[config.mk]
export PLATFORM = sky130hd
export DESIGN_NAME = csr_unit_flat
export DESIGN_NICKNAME = d
export VERILOG_FILES = /design/src/rtl/csr_unit_if.sv /design/src/rtl/csr_unit.sv /design/src/flat_wrapper.sv
export SDC_FILE = /design/constraint.sdc
export NUM_CORES = 1
export LEC_CHECK = 0
export ABC_CLOCK_PERIOD_IN_PS = 5400
export CORE_MARGIN = 1
export CORE_UTILIZATION = 45
export DETAILED_ROUTE_END_ITERATION = 10
export PLACE_DENSITY = 0.72
export SLEW_MARGIN = 30
export SYNTH_ARGS = -nofsm -noshare
export SYNTH_HDL_FRONTEND = slang
export SYNTH_SLANG_ARGS = --single-unit
[constraint.sdc]
create_clock -name clk -period 5.4 [get_ports clk]
set_input_delay 1.62 -clock clk [delete_from_list [all_inputs] [get_ports clk]]
set_output_delay 1.62 -clock clk [all_outputs]
set_load 0.005 [all_outputs]
[src/rtl/csr_unit_if.sv]
// CSR access, exception/ertn commit, interrupt and redirect signals between the pipeline (master) and csr_unit (slave).
// Pure wiring: no latency, no backpressure.
interface csr_unit_if;
  logic        csr_re;
  logic [13:0] csr_num;
  logic [31:0] csr_rvalue;
  logic        csr_we;
  logic [31:0] csr_wmask;
  logic [31:0] csr_wvalue;
  logic        wb_ex;
  logic [31:0] wb_pc;
  logic [31:0] wb_vaddr;
  logic [5:0]  wb_ecode;
  logic [8:0]  wb_esubcode;
  logic        ertn_flush;
  logic [7:0]  hw_int_in;
  logic        ipi_int_in;
  logic [31:0] coreid_in;
  logic        has_int;
  logic [31:0] ex_entry;
  logic [31:0] ertn_entry;

  modport master (
    output csr_re, csr_num, csr_we, csr_wmask, csr_wvalue,
           wb_ex, wb_pc, wb_vaddr, wb_ecode, wb_esubcode, ertn_flush,
           hw_int_in, ipi_int_in, coreid_in,
    input  csr_rvalue, has_int, ex_entry, ertn_entry
  );

  modport slave (
    input  csr_re, csr_num, csr_we, csr_wmask, csr_wvalue,
           wb_ex, wb_pc, wb_vaddr, wb_ecode, wb_esubcode, ertn_flush,
           hw_int_in, ipi_int_in, coreid_in,
    output csr_rvalue, has_int, ex_entry, ertn_entry
  );
endinterface

[src/rtl/csr_unit.sv]
// Control/status register file with exception/ertn state, interrupt pending and optional timer (CSR_TIMER_EN).
// Reads are combinational from csr_num; writes and commit effects land on the next posedge.
// No backpressure: every request is accepted in its cycle.
module csr_unit (
  input  logic       clk,
  input  logic       resetn,
  csr_unit_if.slave  csr
);
  localparam logic [13:0] CRMD   = 14'h00;
  localparam logic [13:0] PRMD   = 14'h01;
  localparam logic [13:0] ECFG   = 14'h04;
  localparam logic [13:0] ESTAT  = 14'h05;
  localparam logic [13:0] ERA    = 14'h06;
  localparam logic [13:0] BADV   = 14'h07;
  localparam logic [13:0] EENTRY = 14'h0C;
  localparam logic [13:0] SAVE0  = 14'h30;
  localparam logic [13:0] SAVE1  = 14'h31;
  localparam logic [13:0] SAVE2  = 14'h32;
  localparam logic [13:0] SAVE3  = 14'h33;
  localparam logic [13:0] TID    = 14'h40;
  localparam logic [13:0] TCFG   = 14'h41;
  localparam logic [13:0] TVAL   = 14'h42;
  localparam logic [13:0] TICLR  = 14'h44;

  logic [8:0]       crmd_q, crmd_d;
  logic [2:0]       prmd_q, prmd_d;
  logic [12:0]      ecfg_q, ecfg_d;
  logic [1:0]       is_sw_q, is_sw_d;
  logic [7:0]       is_hw_q;
  logic             is_ipi_q;
  logic             is_ti;
  logic [5:0]       ecode_q, ecode_d;
  logic [8:0]       esub_q, esub_d;
  logic [31:0]      era_q, era_d;
  logic [31:0]      badv_q, badv_d;
  logic [25:0]      eentry_q, eentry_d;
  logic [3:0][31:0] save_q, save_d;
  logic [31:0]      rdata;
  logic [31:0]      wdat;
  logic             wr_en;

  // Commit pulses own the cycle; a coincident software write is dropped.
  assign wr_en = csr.csr_we & ~csr.wb_ex & ~csr.ertn_flush;
  // Merging against the current read value leaves unmasked bits as they were.
  assign wdat  = (csr.csr_wmask & csr.csr_wvalue) | (~csr.csr_wmask & rdata);

`ifdef CSR_TIMER_EN
  logic [31:0] tid_q, tid_d;
  logic [31:0] tcfg_q, tcfg_d;
  logic [31:0] tval_q, tval_d;
  logic        ti_q, ti_d;
  logic        unused_csr_re;

  assign unused_csr_re = csr.csr_re;
  assign is_ti = ti_q;

  always_comb begin
    tid_d  = tid_q;
    tcfg_d = tcfg_q;
    tval_d = tval_q;
    ti_d   = ti_q;
    if (wr_en && csr.csr_num == TICLR && wdat[0]) ti_d = 1'b0;
    if (wr_en && csr.csr_num == TID) tid_d = wdat;
    if (wr_en && csr.csr_num == TCFG) begin
      tcfg_d = wdat;
      tval_d = {wdat[31:2], 2'b00};
    end else if (tcfg_q[0]) begin
      if (tval_q != 32'd0) begin
        tval_d = tval_q - 32'd1;
        if (tval_q == 32'd1) ti_d = 1'b1;  // set overrides a same-cycle TICLR
      end else if (tcfg_q[1]) begin
        tval_d = {tcfg_q[31:2], 2'b00};
      end
    end
  end

  always_ff @(posedge clk) begin
    if (!resetn) begin
      tid_q  <= csr.coreid_in;
      tcfg_q <= '0;
      tval_q <= '0;
      ti_q   <= 1'b0;
    end else begin
      tid_q  <= tid_d;
      tcfg_q <= tcfg_d;
      tval_q <= tval_d;
      ti_q   <= ti_d;
    end
  end
`else
  logic unused_inputs;

  assign unused_inputs = csr.csr_re ^ (^csr.coreid_in);
  assign is_ti = 1'b0;
`endif

  always_comb begin
    rdata = '0;
    case (csr.csr_num)
      CRMD:   rdata = {23'b0, crmd_q};
      PRMD:   rdata = {29'b0, prmd_q};
      ECFG:   rdata = {19'b0, ecfg_q};
      ESTAT:  rdata = {1'b0, esub_q, ecode_q, 3'b0, is_ipi_q, is_ti, 1'b0, is_hw_q, is_sw_q};
      ERA:    rdata = era_q;
      BADV:   rdata = badv_q;
      EENTRY: rdata = {eentry_q, 6'b0};
      SAVE0:  rdata = save_q[0];
      SAVE1:  rdata = save_q[1];
      SAVE2:  rdata = save_q[2];
      SAVE3:  rdata = save_q[3];
`ifdef CSR_TIMER_EN
      TID:    rdata = tid_q;
      TCFG:   rdata = tcfg_q;
      TVAL:   rdata = tval_q;
`endif
      default: rdata = '0;
    endcase
  end

  always_comb begin
    crmd_d   = crmd_q;
    prmd_d   = prmd_q;
    ecfg_d   = ecfg_q;
    is_sw_d  = is_sw_q;
    ecode_d  = ecode_q;
    esub_d   = esub_q;
    era_d    = era_q;
    badv_d   = badv_q;
    eentry_d = eentry_q;
    save_d   = save_q;
    if (csr.wb_ex) begin
      prmd_d      = crmd_q[2:0];
      crmd_d[2:0] = 3'b000;
      era_d       = csr.wb_pc;
      ecode_d     = csr.wb_ecode;
      esub_d      = csr.wb_esubcode;
      if (csr.wb_ecode == 6'h08)      badv_d = csr.wb_pc;
      else if (csr.wb_ecode == 6'h09) badv_d = csr.wb_vaddr;
    end else if (csr.ertn_flush) begin
      crmd_d[2:0] = prmd_q;
    end else if (csr.csr_we) begin
      case (csr.csr_num)
        CRMD:    crmd_d    = wdat[8:0];
        PRMD:    prmd_d    = wdat[2:0];
        ECFG:    ecfg_d    = wdat[12:0] & 13'h1BFF;
        ESTAT:   is_sw_d   = wdat[1:0];
        ERA:     era_d     = wdat;
        BADV:    badv_d    = wdat;
        EENTRY:  eentry_d  = wdat[31:6];
        SAVE0:   save_d[0] = wdat;
        SAVE1:   save_d[1] = wdat;
        SAVE2:   save_d[2] = wdat;
        SAVE3:   save_d[3] = wdat;
        default: ;
      endcase
    end
  end

  always_ff @(posedge clk) begin
    if (!resetn) begin
      crmd_q   <= 9'h008;
      prmd_q   <= '0;
      ecfg_q   <= '0;
      is_sw_q  <= '0;
      is_hw_q  <= '0;
      is_ipi_q <= 1'b0;
      ecode_q  <= '0;
      esub_q   <= '0;
      era_q    <= '0;
      badv_q   <= '0;
      eentry_q <= '0;
      save_q   <= '0;
    end else begin
      crmd_q   <= crmd_d;
      prmd_q   <= prmd_d;
      ecfg_q   <= ecfg_d;
      is_sw_q  <= is_sw_d;
      is_hw_q  <= csr.hw_int_in;
      is_ipi_q <= csr.ipi_int_in;
      ecode_q  <= ecode_d;
      esub_q   <= esub_d;
      era_q    <= era_d;
      badv_q   <= badv_d;
      eentry_q <= eentry_d;
      save_q   <= save_d;
    end
  end

  assign csr.csr_rvalue = rdata;
  assign csr.has_int    = crmd_q[2] & |({is_ipi_q, is_ti, 1'b0, is_hw_q, is_sw_q} & ecfg_q);
  assign csr.ex_entry   = {eentry_q, 6'b0};
  assign csr.ertn_entry = era_q;
endmodule

[src/flat_wrapper.sv]
// flat-port wrapper written by rule: the top's interface ports become plain ports
module csr_unit_flat 
  (clk, resetn, csr_csr_re, csr_csr_num, csr_csr_we, csr_csr_wmask, csr_csr_wvalue, csr_wb_ex, csr_wb_pc, csr_wb_vaddr, csr_wb_ecode, csr_wb_esubcode, csr_ertn_flush, csr_hw_int_in, csr_ipi_int_in, csr_coreid_in, csr_csr_rvalue, csr_has_int, csr_ex_entry, csr_ertn_entry);
  csr_unit_if csr_i ();
  input  logic clk;
  input  logic resetn;
  input wire logic [$bits(csr_i.csr_re)-1:0] csr_csr_re;
  input wire logic [$bits(csr_i.csr_num)-1:0] csr_csr_num;
  input wire logic [$bits(csr_i.csr_we)-1:0] csr_csr_we;
  input wire logic [$bits(csr_i.csr_wmask)-1:0] csr_csr_wmask;
  input wire logic [$bits(csr_i.csr_wvalue)-1:0] csr_csr_wvalue;
  input wire logic [$bits(csr_i.wb_ex)-1:0] csr_wb_ex;
  input wire logic [$bits(csr_i.wb_pc)-1:0] csr_wb_pc;
  input wire logic [$bits(csr_i.wb_vaddr)-1:0] csr_wb_vaddr;
  input wire logic [$bits(csr_i.wb_ecode)-1:0] csr_wb_ecode;
  input wire logic [$bits(csr_i.wb_esubcode)-1:0] csr_wb_esubcode;
  input wire logic [$bits(csr_i.ertn_flush)-1:0] csr_ertn_flush;
  input wire logic [$bits(csr_i.hw_int_in)-1:0] csr_hw_int_in;
  input wire logic [$bits(csr_i.ipi_int_in)-1:0] csr_ipi_int_in;
  input wire logic [$bits(csr_i.coreid_in)-1:0] csr_coreid_in;
  output wire logic [$bits(csr_i.csr_rvalue)-1:0] csr_csr_rvalue;
  output wire logic [$bits(csr_i.has_int)-1:0] csr_has_int;
  output wire logic [$bits(csr_i.ex_entry)-1:0] csr_ex_entry;
  output wire logic [$bits(csr_i.ertn_entry)-1:0] csr_ertn_entry;
  assign csr_i.csr_re = csr_csr_re;
  assign csr_i.csr_num = csr_csr_num;
  assign csr_i.csr_we = csr_csr_we;
  assign csr_i.csr_wmask = csr_csr_wmask;
  assign csr_i.csr_wvalue = csr_csr_wvalue;
  assign csr_i.wb_ex = csr_wb_ex;
  assign csr_i.wb_pc = csr_wb_pc;
  assign csr_i.wb_vaddr = csr_wb_vaddr;
  assign csr_i.wb_ecode = csr_wb_ecode;
  assign csr_i.wb_esubcode = csr_wb_esubcode;
  assign csr_i.ertn_flush = csr_ertn_flush;
  assign csr_i.hw_int_in = csr_hw_int_in;
  assign csr_i.ipi_int_in = csr_ipi_int_in;
  assign csr_i.coreid_in = csr_coreid_in;
  assign csr_csr_rvalue = csr_i.csr_rvalue;
  assign csr_has_int = csr_i.has_int;
  assign csr_ex_entry = csr_i.ex_entry;
  assign csr_ertn_entry = csr_i.ertn_entry;
  csr_unit u_core (.clk(clk), .resetn(resetn), .csr(csr_i));
endmodule
== Yosys cells after proc, flatten, opt, wreduce, memory -nomap -nowiden ==
Index checks and enable logic that the tools add are counted.
Cells by class
  bitwise gates (word level): 9
  mux-type cells: 18
  equality and inequality tests: 14
  reduce and logical (&&, ||, !) cells: 21
Operator list (count)
  case mux 32 bit (11 select lines): 1
  2-to-1 mux 32 bit: 10
  bitwise AND 32 bit: 2
  equality test 14 x 3 -> 1 bit (second input constant): 4
  equality test 14 x 6 -> 1 bit (second input constant): 4
  AND reduction 4 bit: 9
  NOT 32 bit: 1
  bitwise OR 32 bit: 1
  2-to-1 mux 3 bit: 7
  equality test 14 x 1 -> 1 bit (second input constant): 1
  equality test 14 x 4 -> 1 bit (second input constant): 1
  zero test 14 bit: 1
  bitwise AND 13 bit: 1
  OR reduction 13 bit: 1
  equality test 6 x 4 -> 1 bit (second input constant): 2
  nonzero test 2 bit: 6
  AND reduction 3 bit: 2
  != test 3 x 1 -> 1 bit (second input constant): 1
  NOT 1 bit: 3
  != test 2 bit (second input constant): 1
  AND reduction 2 bit: 1
  OR reduction 2 bit: 1
  bitwise AND 1 bit: 1
Storage, ports and cells
  flip-flop bits (word level): 268
  output and inout bits: 97
  bits of input ports: 204
  word-level logic and storage cells: 78

== Logic depth before layout (Yosys ltp) ==
Gate-level depths: netlist of run 1.
  depth after elaboration: 8
  gate-level depth with buffers: 10
  mapped depth without buffers: 6

== Worst setup path after synthesis of run 1 ==
No wires, ideal clock.
  path type: input port to output port
  start point: in csr_csr_num[3]
  end point: out csr_csr_rvalue[8]
  path slack: 0.643 ns
  data required time: 3.780 ns
  buffers on the path: 3
  arrival time: 3.137 ns
  cell stages on the path: 9
  cells stage by stage: clkbuf_1 > or2_2 > buf_2 > nor2_1 > buf_2 > a22oi_1 > o211ai_2 > a21oi_1 > inv_1
Between the ends
  cells in the longest elaborated chain, start to end: 2
  elaborated cells on any way between the ends: 12
  classes of those cells: eq/ne (10); mux (1); reduce/logical (1)
Ends and longest elaborated chain
  start: declaration: RTL line flat_wrapper.sv:8  | input wire logic [$bits(csr_i.csr_num)-1:0] csr_csr_num;
  equality test 14 x 6 -> 1 bit (tied with other cells): RTL line csr_unit.sv:99  | case (csr.csr_num)
  case mux 32 bit (11 select lines) *: RTL line csr_unit.sv:99
  end: declaration: RTL line flat_wrapper.sv:21  | output wire logic [$bits(csr_i.csr_rvalue)-1:0] csr_csr_rvalue;
Mark *: on every way between the ends. The rest lies on a longest branch, timed or not.

== Worst setup path in the final report of run 1 ==
  start point: in csr_csr_num[13]
  end point: out csr_csr_rvalue[4]
The elaborated chain is that of the path after synthesis.

==> results of run 1 <==
-- placed cells by master (no fill, tap or decap), types with 7 or more instances in the layout --
cell type | netlist | layout
mux4_2 | 9 | 9
dfxtp_1 | 268 | 268
nor4_1 | 9 | 8
o31ai_1 | 12 | 10
and2_1 | 20 | 20
nor2_1 | 71 | 69
buf_6 | 3 | 10
clkbuf_16 | 0 | 31
a32o_1 | 10 | 10
nor3_1 | 23 | 22
a21oi_1 | 186 | 182
o22ai_1 | 26 | 23
nand3b_1 | 11 | 11
nand3_1 | 172 | 172
o211ai_1 | 28 | 28
nand2b_1 | 30 | 30
mux2i_1 | 82 | 82
o21ai_0 | 121 | 118
dlygate4sd2_1 | 0 | 27
a31oi_1 | 21 | 21
nand2_1 | 246 | 244
o21ai_1 | 9 | 12
a32oi_1 | 13 | 13
clkdlybuf4s50_1 | 0 | 219
a22o_1 | 7 | 7
o2bb2ai_1 | 21 | 21
nand4_1 | 14 | 14
mux2_2 | 17 | 17
buf_4 | 17 | 204
buf_12 | 0 | 20
a22oi_1 | 20 | 18
and3_1 | 15 | 14
inv_1 | 14 | 13
-- how the worst max path moves through the flow --
stage                                from                 end  slack, ps
after global placement     csr_csr_num[9]  csr_csr_rvalue[18]       -460
after floorplan            csr_csr_num[3]   csr_csr_rvalue[8]        640
final                     csr_csr_num[13]   csr_csr_rvalue[4]         40
after CTS                  csr_csr_num[5]  csr_csr_rvalue[18]        -10
after global routing      csr_csr_num[13]   csr_csr_rvalue[4]         10
after detailed placement   csr_csr_num[9]  csr_csr_rvalue[18]       -490
-- layout make-up --
class	count	area share [%]
Multi-Input combinational cell	1341	42.1
Sequential cell	268	26.8
Timing Repair Buffer	495	23.0
Clock buffer	41	4.25
Tap cell	402	2.51
Clock inverter	14	1.07
Inverter	14	0.269
Antenna cell	1	0.0125
-- per-stage QoR --
| step | area [sq um] | setup TNS (ps) | utilization [%] | std cells |
|---|---|---|---|---|
| 2_1_floorplan | 14400 | 0 | - | 1781 |
| 3_3_place_gp | 18400 | -9200 | 58.5 | 2480 |
| 3_5_place_dp | 18400 | -9940 | 58.5 | 2480 |
| 4_1_cts | 19900 | -10.1 | 63.2 | 2565 |
| 5_1_grt | 20000 | 0 | 63.6 | 2575 |
| 6_report | 20000 | 0 | 63.7 | 2576 |
-- power breakdown --
group | leakage [nW] | internal, mW | total (mW) | switching (mW)
Combinational | 4.73 | 0.262 | 0.569 | 0.306
Clock | 0.520 | 1.34 | 2.22 | 0.877
Sequential | 2.17 | 2.01 | 2.04 | 0.0311
-- routing by layer --
metal	vias up	wire (um)	track usage (%)
met4	2	3680	21.0
li1	7295	-	-
met3	250	7610	7.82
met5	-	11	0
met2	1173	28200	58.7
met1	7844	25600	50.9
-- worst min-delay path: cells and delay by family (launching register included) --
kind,cells,cell delay [ps]
AND/OR/NAND/NOR,1,50
AO/OA/AOI/OAI,1,50
flip-flops,1,310
-- sequential cells by signal, summed over array words and instances, names as in the netlist --
name,flops
u_core.badv_q,32
u_core.crmd_q,9
u_core.csr.ertn_entry,32
u_core.ecfg_q,12
u_core.ecode_q,6
u_core.eentry_q,26
u_core.esub_q,9
u_core.is_hw_q,8
u_core.is_ipi_q,1
u_core.is_sw_q,2
u_core.prmd_q,3
u_core.save_q,128
-- cells by family after synthesis --
kind of cell	count (synthesis)
AOI/OAI and AO/OA	539
buffers and inverters	172
DFF	268
muxes	109
other	1
and+or+nand+nor	687
-- what timing repair did --
item,in CTS,in global routing
gates resized for setup,99,8
cloned,0,2
setup buffers,30,8
setup endpoints to repair,32,27
pin swaps,23,5
==> flow_metrics.py, run 1 <==
metrics = {
    "run_status": {
        "outcome": "completed",
    },
    "worst_setup_path": {
        "r2r_end": "u_core.badv_q[0]",
        "path_depth": 9,
        "critPathCaptureType": "output pin",
        "path_cells": "clkdlybuf4s50_1, or4_1, buf_4, nor4_4, buf_4, and3_4, a2111oi_4, nand2_1, clkdlybuf4s15_2",
        "worst-path-max-fanout": 6,
        "start_kind": "input port",
        "cpMaxStageDelayCell": "or4_1",
        "crit_path_max_incr_delay_ps": 480,
        "timing.rr.start": "u_core.prmd_q[0]",
        "r2r_slack_ps": 2790,
        "cp_top_family": "simple AND/OR/NAND/NOR gates",
        "crit_type": "in -> out",
        "reg2reg_depth": 8,
        "cp.required_ps": 3780,
        "cp.arrival_ps": 3740,
        "crit_buf_inv": 4,
        "crit_top_cell": "buf_4",
    },
    "sta": {
        "drv_slew": 0,
        "fin_hold_ws_ps": 453,
        "timing.final.crit_period_ps": 5360,
        "maxSlewHeadroom_pct": 36.6,
        "period_share_pct": 99.2,
        "rsz0062_at_grt": "no",
        "fmax_mhz": 187,
        "fin_skew_ps": 10.3,
        "finalSetupViolCount": 0,
        "worstMarginPinSlew_ps": 951,
        "hold_violations": 0,
        "setup_ws_ps": 41.2,
    },
    "floorplan": {
        "coreArea_sq_um": 31500,
        "initial_utilization_pct": 45.6,
        "die_area_sq_um": 32600,
        "die_y_um": 181,
        "row_count": 65,
        "io_pins": 301,
        "die_width_um": 181,
    },
    "synthesis": {
        "synth_top_family_by_area": "simple AND/OR/NAND/NOR gates",
        "ys_seq_area_share_pct": 37.4,
        "synth-compound-area-share_pct": 23.9,
        "async_reset_ff_share_pct": 0,
        "muxShareOfSynthArea_pct": 8.56,
        "synth_most_common_cell": "dfxtp_1",
        "ys_ff_latch": 268,
        "syn_inst": 1776,
        "syn_area_sq_um": 14400,
        "synth-adder-area-share_pct": 0,
        "synth-edff-count": 0,
        "ys_dominant_reg_cell": "dfxtp_1",
        "synth_simple_gate_area_share_pct": 24.7,
        "ys_top_cells_by_count": "268 x dfxtp_1, 246 x nand2_1, 186 x a21oi_1",
        "synth.top_cell.area_share_pct": 37.4,
        "synth_top_area_cell": "dfxtp_1",
        "yosys.cell_types.count": 87,
        "syn_avg_cell_area_sq_um": 8.09,
        "synth_warnings": 0,
        "synth_area_leaders": "dfxtp_1 37%, a21oi_1 6.5%, nand2_1 6.4%",
        "synth-xor-area-share_pct": 0,
    },
    "clock_tree": {
        "tritoncts": "built",
        "cts.reportedPaths.clkPinSlew_ps": 60,
        "clk_latency_ps": 580,
        "h-tree-depth": 1,
        "cts.sinks": 268,
        "cts_hold_buf": 0,
        "cts_buffers": 30,
        "cts_root_buffer": "clkbuf_16",
        "ctsLongestPathBuffers": 3,
    },
    "power_and_ir_drop": {
        "ir_worst_vdd_uv": 248,
        "total_power_mw": 4.82,
        "leakage_nw": 7.42,
        "p_per_area_nw_per_um2": 241,
    },
    "finish": {
        "regArea_sq_um": 5370,
        "multi_input_area_sq_um": 8430,
        "fin_nets": 2354,
        "drive_gt1_share_pct": 18.4,
        "area_delta_synth_final_pct": 39.5,
        "n_fill_cell": 2668,
    },
    "routing": {
        "antenna_left": 0,
        "drt-pass1-iter-count": 8,
        "drt-wirelength-per-cell_um": 25.3,
        "postRouteWirelength_mm": 65.1,
        "route.detailed.drc": 0,
        "drt-vias-per-instance": 6.43,
        "dr_total_vias": 16564,
        "drt_first_iter_violations": 2008,
    },
    "job": {
        "maxCapViolations": 0,
    },
    "place": {
        "dpl_worst_slack_ps": -493,
        "place_hpwl_mm": 45.3,
        "port_buffers": 261,
        "place_congestion": 0.972,
    },
    "global_route": {
        "antenna_found_initial": 2,
        "grt_max_degree": 178,
        "overflow": 0,
        "grt_pass1_wl_mm": 96.1,
        "grt_usage_pct": 38.5,
        "grt_pass1_vias": 15732,
    },
    "hold_path": {
        "hp-start": "u_core.save_q[43]",
        "min_to": "u_core.save_q[43]",
        "whs_path_depth": 2,
        "hp-class": "reg -> reg",
    },
}
Power figures use the tool's default switching activity.
==> inputs of run 2 (changes only) <==
--- a/config.mk
+++ b/config.mk
@@ -5,7 +5,8 @@
 export SDC_FILE = /design/constraint.sdc
 export NUM_CORES = 1
 export LEC_CHECK = 0
-export ABC_CLOCK_PERIOD_IN_PS = 5400
+export ABC_CLOCK_PERIOD_IN_PS = 6450
+export CORE_ASPECT_RATIO = 0.75
 export CORE_MARGIN = 1
 export CORE_UTILIZATION = 45
 export DETAILED_ROUTE_END_ITERATION = 10
==> constraint.sdc (replaced) <==
create_clock -name clk -period 6.45 [get_ports clk]
set_input_delay 1.935 -clock clk [delete_from_list [all_inputs] [get_ports clk]]
set_output_delay 1.935 -clock clk [all_outputs]
set_load 0.005 [all_outputs]
==> run 2 against run 1 <==
Effect of this change: first-iteration DRC count up 25%; sequential cell count unchanged; die area about the same; critical path depth unchanged; worst hold slack worse by 2.0 ps; wire length up 1.8%; global-route usage up 0.61 points; power down 19%; worst setup slack worse by 18 ps; clock-buffer cell count up 4; utilization down 3.1 points; sequential power down 16%; critical path type unchanged; largest power group unchanged.
==> flow_metrics.py, run 2 (synthesized netlist as in run 1, its figures left out) <==
metrics = {
    "run_status": {
        "outcome": "completed",
    },
    "worst_setup_path": {
        "cp.arrival_ps": 4490,
        "path_cells": "clkdlybuf4s50_1, or4_4, nor4_4, buf_6, buf_12, and3_1, a2111oi_4, nand2_1, clkdlybuf4s50_1",
        "critPathCaptureType": "output pin",
        "crit_path_max_incr_delay_ps": 590,
        "cp_top_family": "buffers and inverters",
        "crit_type": "in -> out",
        "crit_top_cell": "clkdlybuf4s50_1",
        "crit_buf_inv": 4,
        "start_kind": "input port",
        "worst-path-max-fanout": 5,
        "cpMaxStageDelayCell": "or4_4",
        "cp.required_ps": 4510,
    },
    "global_route": {
        "antenna_found_initial": 1,
        "overflow": 0,
        "grt_usage_pct": 39.1,
        "grt_pass1_wl_mm": 96.0,
        "grt_pass1_vias": 15022,
        "grt_max_degree": 178,
    },
    "floorplan": {
        "die_width_um": 208,
        "io_pins": 301,
        "initial_utilization_pct": 45.8,
        "row_count": 56,
        "die_area_sq_um": 32600,
        "coreArea_sq_um": 31300,
        "die_y_um": 157,
    },
    "sta": {
        "drv_slew": 0,
        "maxSlewHeadroom_pct": 30.8,
        "setup_ws_ps": 22.7,
        "timing.final.crit_period_ps": 6430,
        "fmax_mhz": 156,
        "worstMarginPinSlew_ps": 1030,
        "fin_skew_ps": 14.3,
        "finalSetupViolCount": 0,
        "period_share_pct": 99.6,
        "hold_violations": 0,
        "tns_ps": 0,
    },
    "finish": {
        "instances_no_fill": 2470,
        "drive_gt1_share_pct": 13.1,
        "multi_input_area_sq_um": 8330,
        "regArea_sq_um": 5370,
        "mostFrequentLayoutCells": "268 x dfxtp_1, 253 x clkdlybuf4s50_1, 244 x nand2_1, 185 x a21oi_1, 172 x nand3_1",
        "top_register": "u_core.save_q",
        "largest_reg_flops": 128,
        "diodes": 0,
        "n_fill_cell": 2711,
        "fin_nets": 2248,
        "layout_commonest_cell": "dfxtp_1",
        "utilization_pct": 60.5,
        "area_delta_synth_final_pct": 32.0,
    },
    "routing": {
        "drt-pass1-iter-count": 10,
        "route.detailed.drc": 0,
        "drt_first_iter_violations": 2519,
        "antenna_left": 0,
        "dr_total_vias": 16338,
        "drt-wirelength-per-cell_um": 26.8,
        "drt-vias-per-instance": 6.61,
        "postRouteWirelength_mm": 66.3,
    },
    "clock_tree": {
        "h-tree-depth": 1,
        "cts.sinks": 268,
        "clk_latency_ps": 560,
        "cts.reportedPaths.clkPinSlew_ps": 60,
        "cts_root_buffer": "clkbuf_16",
        "cts_buffers": 28,
        "ctsLongestPathBuffers": 3,
        "cts_hold_buf": 0,
        "tritoncts": "built",
    },
    "power_and_ir_drop": {
        "ir_worst_vdd_uv": 193,
        "p_per_area_nw_per_um2": 207,
        "leakage_nw": 6.69,
        "total_power_mw": 3.93,
    },
    "place": {
        "dpl_worst_slack_ps": -6.56,
        "place_congestion": 0.997,
        "dp_cells": 2417,
        "place_hpwl_mm": 46.0,
        "port_buffers": 261,
    },
    "hold_path": {
        "hp-class": "reg -> reg",
    },
    "job": {
        "maxCapViolations": 0,
    },
}
## run 2: path summary, 6_finish.rpt
kind | startpoint | endpoint | slack, ps | depth (start not counted)
worst max-delay path | csr_csr_num[11] | csr_csr_rvalue[4] | 20 | 9
worst max register to register | u_core.save_q[70] | u_core.eentry_q[0] | 3860 | 6
worst min-delay path | u_core.save_q[28] | u_core.save_q[28] | 450 | 2
worst min register to register | u_core.save_q[28] | u_core.save_q[28] | 450 | 2
## run 2: stage by stage
stage | area, sq um | hold WS (ps)
after floorplan | 14400 | 427
after global placement | 17800 | 435
after detailed placement | 17800 | 443
after CTS | 18900 | 452
after global routing | 19000 | 467
final | 19000 | 451
## run 2: report_power, final
group / switching [mW] / internal, mW / total [mW]
logic: 0.254 / 0.201 / 0.455
registers: 0.0283 / 1.68 / 1.71
clock network: 0.704 / 1.06 / 1.77
total: 0.987 / 2.94 / 3.93
## run 2: final cells by class
cell class / count / area share (%)
multi-input cells: 1341 / 44.0
clock inverters: 5 / 0.528
clock buffers: 45 / 4.73
repair buffers: 391 / 19.5
inverters: 14 / 0.284
flip-flops and latches: 268 / 28.3
well taps: 406 / 2.68
## run 2: tightest hold or removal path: stages (launching register included)
cell and delay, ps:
dfxtp_1 310, nand2_1 50, a21oi_1 50
## run 2: layer usage
layer | vias up | wire length, um | global-route usage (%)
met5 | - | 14 | 0
met4 | 2 | 2840 | 16.4
met3 | 213 | 9310 | 10.1
met2 | 1306 | 27700 | 58.3
met1 | 7750 | 26400 | 53.3
li1 | 7067 | - | -
## run 2: repair_timing
action,in CTS,in global routing
resized for setup,3,13
pin swaps,1,3
setup endpoints to repair,5,13
setup buffers,1,2
